## src/rtl/mbed_ctrl_pkg.sv

```systemverilog
// Shared constants for the MBED transfer scheduler: FSM encoding, default
// timing parameters and counter width.
package mbed_ctrl_pkg;

  localparam int CNT_W = 16;

  localparam int SAMPLE_DIV_DEF  = 128;
  localparam int BURST_DEF       = 64;
  localparam int FIN_TIMEOUT_DEF = 4096;

  localparam logic [2:0] ST_IDLE  = 3'd0;
  localparam logic [2:0] ST_SEND  = 3'd1;
  localparam logic [2:0] ST_POP   = 3'd2;
  localparam logic [2:0] ST_GAP   = 3'd3;
  localparam logic [2:0] ST_ABORT = 3'd4;

  function automatic logic [CNT_W-1:0] sat_inc(input logic [CNT_W-1:0] v);
    return (v == {CNT_W{1'b1}}) ? v : v + CNT_W'(1);
  endfunction

endpackage

```

## src/rtl/mbed_xfer_sched_sync_edge.sv

```systemverilog
// Two-flop synchroniser with a registered rising-edge pulse; RISE follows
// a rising D by three clocks.
module sync_edge (
  input  logic SYS_CLK,
  input  logic RSTbar,
  input  logic D,
  output logic Q,
  output logic RISE
);

  logic meta_q, sync_q, dly_q, rise_q;
  logic rise_d;

  // Edge detect on the synchronised level only, never on the raw input.
  always_comb begin
    rise_d = sync_q & ~dly_q;
  end

  // Synchroniser chain and edge pulse register.
  always_ff @(posedge SYS_CLK or negedge RSTbar) begin
    if (!RSTbar) begin
      meta_q <= 1'b0;
      sync_q <= 1'b0;
      dly_q  <= 1'b0;
      rise_q <= 1'b0;
    end else begin
      meta_q <= D;
      sync_q <= meta_q;
      dly_q  <= sync_q;
      rise_q <= rise_d;
    end
  end

  assign Q    = sync_q;
  assign RISE = rise_q;

endmodule

```

## src/rtl/mbed_xfer_sched.sv

```systemverilog
// Sample-tick writer and ready-triggered burst drain between the sample FIFO
// and SPI_MASTER_UC. All outputs are registered.
module mbed_xfer_sched
  import mbed_ctrl_pkg::*;
#(
  parameter int SAMPLE_DIV  = SAMPLE_DIV_DEF,
  parameter int BURST       = BURST_DEF,
  parameter int FIN_TIMEOUT = FIN_TIMEOUT_DEF
) (
  input  logic              SYS_CLK,
  input  logic              RSTbar,
  input  logic              SAMPLE_EN,
  input  logic              MBED_RDY_IN,
  input  logic              FIFO_EMPTY,
  input  logic              FIFO_FULL,
  input  logic              SPI_FIN,
  output logic              FIFO_WR,
  output logic              FIFO_RD,
  output logic [CNT_W-1:0]  SAMPLE_CNT,
  output logic              SPI_ENA,
  output logic              SPI_RST,
  output logic              BUSY,
  output logic [CNT_W-1:0]  WORD_CNT,
  output logic [CNT_W-1:0]  OVF_CNT,
  output logic              TIMEOUT
);

  localparam int DIV_W = $clog2(SAMPLE_DIV);
  localparam int TMR_W = $clog2(FIN_TIMEOUT + 1);
  localparam int BST_W = $clog2(BURST + 1);

  logic rdy_s, rdy_rise_s, tick_s;

  logic [DIV_W-1:0] div_q, div_d;
  logic [CNT_W-1:0] sample_cnt_q, sample_cnt_d, ovf_cnt_q, ovf_cnt_d;
  logic [CNT_W-1:0] word_cnt_q, word_cnt_d;
  logic [TMR_W-1:0] tmr_q, tmr_d;
  logic [BST_W-1:0] burst_q, burst_d;
  logic [2:0]       state_q, state_d;
  logic fifo_wr_q, fifo_wr_d, fifo_rd_q, fifo_rd_d;
  logic spi_ena_q, spi_ena_d, spi_rst_q, spi_rst_d;
  logic busy_q, busy_d, timeout_q, timeout_d;

  sync_edge u_rdy_sync (
    .SYS_CLK (SYS_CLK),
    .RSTbar  (RSTbar),
    .D       (MBED_RDY_IN),
    .Q       (rdy_s),
    .RISE    (rdy_rise_s)
  );

  // Sample divider, write strobe and counters; the count advances after the write cycle.
  always_comb begin
    tick_s       = SAMPLE_EN && (div_q == DIV_W'(SAMPLE_DIV - 1));
    div_d        = (!SAMPLE_EN || tick_s) ? '0 : div_q + DIV_W'(1);
    fifo_wr_d    = tick_s && !FIFO_FULL;
    sample_cnt_d = fifo_wr_q ? sample_cnt_q + CNT_W'(1) : sample_cnt_q;
    ovf_cnt_d    = (tick_s && FIFO_FULL) ? sat_inc(ovf_cnt_q) : ovf_cnt_q;
  end

  // Burst FSM; outputs are decoded from the next state so they line up with state_q.
  always_comb begin
    state_d    = state_q;
    tmr_d      = tmr_q;
    burst_d    = burst_q;
    word_cnt_d = word_cnt_q;
    case (state_q)
      ST_IDLE: begin
        if (rdy_rise_s && !FIFO_EMPTY) begin
          state_d = ST_SEND;
          burst_d = '0;
          tmr_d   = '0;
        end else begin
          state_d = ST_IDLE;
        end
      end
      ST_SEND: begin
        tmr_d = tmr_q + TMR_W'(1);
        if (SPI_FIN) begin
          state_d = ST_POP;
        end else if (tmr_q == TMR_W'(FIN_TIMEOUT - 1)) begin
          state_d = ST_ABORT;
        end else begin
          state_d = ST_SEND;
        end
      end
      ST_POP: begin
        word_cnt_d = word_cnt_q + CNT_W'(1);
        burst_d    = burst_q + BST_W'(1);
        state_d    = ST_GAP;
      end
      ST_GAP: begin
        if ((burst_q < BST_W'(BURST)) && !FIFO_EMPTY && rdy_s) begin
          state_d = ST_SEND;
          tmr_d   = '0;
        end else begin
          state_d = ST_IDLE;
        end
      end
      ST_ABORT: state_d = ST_IDLE;
      default:  state_d = ST_IDLE;
    endcase
    spi_ena_d = (state_d == ST_SEND);
    fifo_rd_d = (state_d == ST_POP);
    spi_rst_d = (state_d == ST_ABORT);
    busy_d    = (state_d != ST_IDLE);
    timeout_d = timeout_q || (state_d == ST_ABORT);
  end

  // State and output registers.
  always_ff @(posedge SYS_CLK or negedge RSTbar) begin
    if (!RSTbar) begin
      div_q        <= '0;
      sample_cnt_q <= '0;
      ovf_cnt_q    <= '0;
      word_cnt_q   <= '0;
      tmr_q        <= '0;
      burst_q      <= '0;
      state_q      <= ST_IDLE;
      fifo_wr_q    <= 1'b0;
      fifo_rd_q    <= 1'b0;
      spi_ena_q    <= 1'b0;
      spi_rst_q    <= 1'b0;
      busy_q       <= 1'b0;
      timeout_q    <= 1'b0;
    end else begin
      div_q        <= div_d;
      sample_cnt_q <= sample_cnt_d;
      ovf_cnt_q    <= ovf_cnt_d;
      word_cnt_q   <= word_cnt_d;
      tmr_q        <= tmr_d;
      burst_q      <= burst_d;
      state_q      <= state_d;
      fifo_wr_q    <= fifo_wr_d;
      fifo_rd_q    <= fifo_rd_d;
      spi_ena_q    <= spi_ena_d;
      spi_rst_q    <= spi_rst_d;
      busy_q       <= busy_d;
      timeout_q    <= timeout_d;
    end
  end

  assign FIFO_WR    = fifo_wr_q;
  assign FIFO_RD    = fifo_rd_q;
  assign SAMPLE_CNT = sample_cnt_q;
  assign SPI_ENA    = spi_ena_q;
  assign SPI_RST    = spi_rst_q;
  assign BUSY       = busy_q;
  assign WORD_CNT   = word_cnt_q;
  assign OVF_CNT    = ovf_cnt_q;
  assign TIMEOUT    = timeout_q;

endmodule

```

## config.mk

```make
export PLATFORM = sky130hd
export DESIGN_NAME = mbed_xfer_sched
export DESIGN_NICKNAME = d
export VERILOG_FILES = /design/src/rtl/mbed_ctrl_pkg.sv /design/src/rtl/mbed_xfer_sched_sync_edge.sv /design/src/rtl/mbed_xfer_sched.sv
export SDC_FILE = /design/constraint.sdc
export NUM_CORES = 1
export LEC_CHECK = 0
export ABC_AREA = 1
export CAP_MARGIN = 20
export CELL_PAD_IN_SITES_DETAIL_PLACEMENT = 1
export CELL_PAD_IN_SITES_GLOBAL_PLACEMENT = 1
export CORE_AREA = 2 2 128 130
export CTS_CLUSTER_DIAMETER = 50
export DETAILED_ROUTE_END_ITERATION = 10
export DIE_AREA = 0 0 130 132
export PLACE_DENSITY_LB_ADDON = 0.08
export SLEW_MARGIN = 20
export SYNTH_ARGS = -nofsm -noshare
export SYNTH_HDL_FRONTEND = slang
export SYNTH_SLANG_ARGS = --single-unit
```

## constraint.sdc

```tcl
create_clock -name SYS_CLK -period 2.62 [get_ports SYS_CLK]
set_clock_uncertainty 0.15 [all_clocks]
set_input_delay 0.262 -clock SYS_CLK [delete_from_list [all_inputs] [get_ports SYS_CLK]]
set_output_delay 0.262 -clock SYS_CLK [all_outputs]
set_load 0.01 [all_outputs]
```

==> results.ini <==
[status]
status=finished, final reports clean

[yosys]
avgSynthCellArea_sq_um=7.747
synth-seq-area-share=0.4730
synth_ff_type=dfrtp_1
synth_area_sq_um=4656
synthTopCellsByCount=207 x nand2_1, 88 x dfrtp_1, 78 x nor2_1
mappedNetlistNets=614
synth-warning-count=0
synth_most_common_cell=nand2_1
synth_area_leaders=dfrtp_1 47%, nand2_1 17%, nor2_1 6.3%
synth_top_area_frac=0.4730
ys_ff_latch=88
synth-edff-count=0
synth_top_area_cell=dfrtp_1
synthCells=601
synthArstFlopShare=1.000
synth_cell_types=31

[die]
boundaryPins=61
chipWidth_um=130
start_util=0.2963
dieArea_sq_um=17160
rows=46
die_h_um=132
core_sq_um=15710

[worst_hold_path]
holdPathStages=1
hold_start=MBED_RDY_IN
hold_path_class=input pin to flop
worstHoldEndpoint=u_rdy_sync.meta_q

[cts]
htree_levels=3
insertion_delay_ns=0.34
cts.path.max_buffers=2
cts_buffers=9
cts_root_buf=clkbuf_16
post_cts_buffers=0
cts_sinks=88
holdBufCountCts=1
post_cts_resized=0
clk_pin_slew_worst_paths_ns=0.06
cts_tree=built

[finish]
multiInputGateArea_sq_um=2172
fill_cells=1915
drive_gt1_frac=0.05490
regArea_sq_um=2202
antenna-diode-count=0
final_area_sq_um=5817
layout.nets=682
syn2layout_area_growth_pct=24.94

[critical_path]
ff2ff_setup_slack_ns=0.72
r2r_end=SPI_RST
worstPathCellList=clkdlybuf4s50_1
crit-reg2reg-launch=tmr_q[0]
critPathRequiredTime_ns=2.21
crit_type=flop to output pin
reg2reg_depth=7
cpPeakStageDelay_ns=0.62
endpoint_kind=output pin
path_buf_inv=1
crit_family=buffers and inverters
critPathSlowestCell=clkdlybuf4s50_1
path_max_fanout=11
crit_arrival_ns=1.52
critPathLaunchType=flop

[sta]
setup_viol=0
finalHoldViolations=0
slew-limit-headroom=0.5954
rsz0062_at_grt=no
min_period_ns=1.933
finalCritPeriodShare=0.7378
fin_setup_tns_ns=0
fmax_ghz=0.5173
maxSlewViolCount=0
tightest_slew_ns=0.6052

[detailed_routing]
via_per_inst=4.547
dr.pass1.iters=4
drt-initial-drc-count=155
dr_total_vias=4047
route.detailed.drc=0
routedWlPerCell_um=13.31
drtAntennaViolNets=0
wirelength_um=11850

[power_and_ir_drop]
power.density_nw_per_um2=671.0
p_leak_nw=2.651
ir_worst_vdd_uv=351.8

[run]
cap_viol_max_count=0

[placed_design]
placed_area_sq_um=5507
dp_hpwl_um=8707
port_buffers=60
routabilityCongestion=0.7528

[grt]
overflow=0
grt_pass1_vias=4219
grt_pass1_wl_um=20780
grt_max_degree=52
grt_antenna_before_repair=0
grt_usage=0.1499

-- where the power goes --
group / total (mW) / switching (mW) / internal, mW
clock network: 1.33 / 0.544 / 0.790
logic: 0.785 / 0.483 / 0.302
registers: 1.78 / 0.225 / 1.56
-- per-layer routing --
metal	routed length, um	track usage	vias up
li1	-	-	2034
met3	322	0.02760	11
met5	0	0	-
met4	186	0.05197	0
met2	5554	0.2423	47
met1	5785	0.2005	1955
-- kinds of logic after synthesis --
| family | Yosys count | share of synthesized area |
|---|---|---|
| AND/OR/NAND/NOR | 361 | 0.3373 |
| flip-flops | 88 | 0.4730 |
| buffers and inverters | 69 | 0.06047 |
| AO/OA/AOI/OAI | 47 | 0.05670 |
| XOR/XNOR | 30 | 0.05644 |
| adder cells (fa/ha/maj) | 6 | 0.01612 |
-- cell type report --
class                   count  share of cell area
flip-flops and latches     88              0.3786
clock inverters             3            0.006883
inverters                  63             0.04065
repair buffers             63              0.1093
multi-input cells         444              0.3734
clock buffers              13             0.04474
well taps                 216             0.04646
-- how the worst max path moves through the flow --
| stage | startpoint | to | slack (ns) | depth (start not counted) |
|---|---|---|---|---|
| 5_1_grt | state_q[2] | burst_q[0] | 0.50 | 6 |
| 3_3_place_gp | state_q[0] | WORD_CNT[9] | 0.72 | 5 |
| 2_1_floorplan | OVF_CNT[0] | OVF_CNT[6] | 0.95 | 10 |
| 4_1_cts | FIFO_WR | FIFO_WR | 0.65 | 1 |
| 3_5_place_dp | FIFO_EMPTY | tmr_q[8] | 0.66 | 7 |
| 6_report | FIFO_WR | FIFO_WR | 0.69 | 1 |
-- placed cells by master, fill, tap and decap left out, types with 3 or more instances in the layout --
cell type / n
clkbuf_16: 9
xnor2_1: 8
nor2_1: 78
nand3_1: 35
nand3b_1: 4
ha_1: 6
nand4_1: 21
xor2_1: 22
a21oi_1: 5
clkdlybuf4s50_1: 59
nand2_1: 207
o21ai_2: 5
inv_1: 60
o21ai_0: 32
nand2_2: 3
dfrtp_1: 88
-- through the flow --
stage	hold WS, ns	std cells	power (mW)	setup slack [ns]	utilization
6_report	0.2088	890	3.903	0.6869	0.3702
2_1_floorplan	-0.1836	601	2.242	0.9482	-
3_3_place_gp	0.1445	873	2.576	0.7221	0.3505
4_1_cts	0.1979	890	3.986	0.6541	0.3702
5_1_grt	0.2110	890	4.187	0.4960	0.3702
3_5_place_dp	0.1486	873	2.610	0.6618	0.3505
-- flip-flops by register name, indices dropped and copies added (netlist names) --
signal and flops:
u_rdy_sync.Q 1, burst_q 7, div_q 7, SAMPLE_CNT 16, FIFO_RD 1, SPI_RST 1
u_rdy_sync.dly_q 1, SPI_ENA 1, u_rdy_sync.meta_q 1, TIMEOUT 1, tmr_q 13, state_q 3
WORD_CNT 16, BUSY 1, FIFO_WR 1, u_rdy_sync.RISE 1, OVF_CNT 16
No activity file was read; power rests on OpenSTA's default activity.
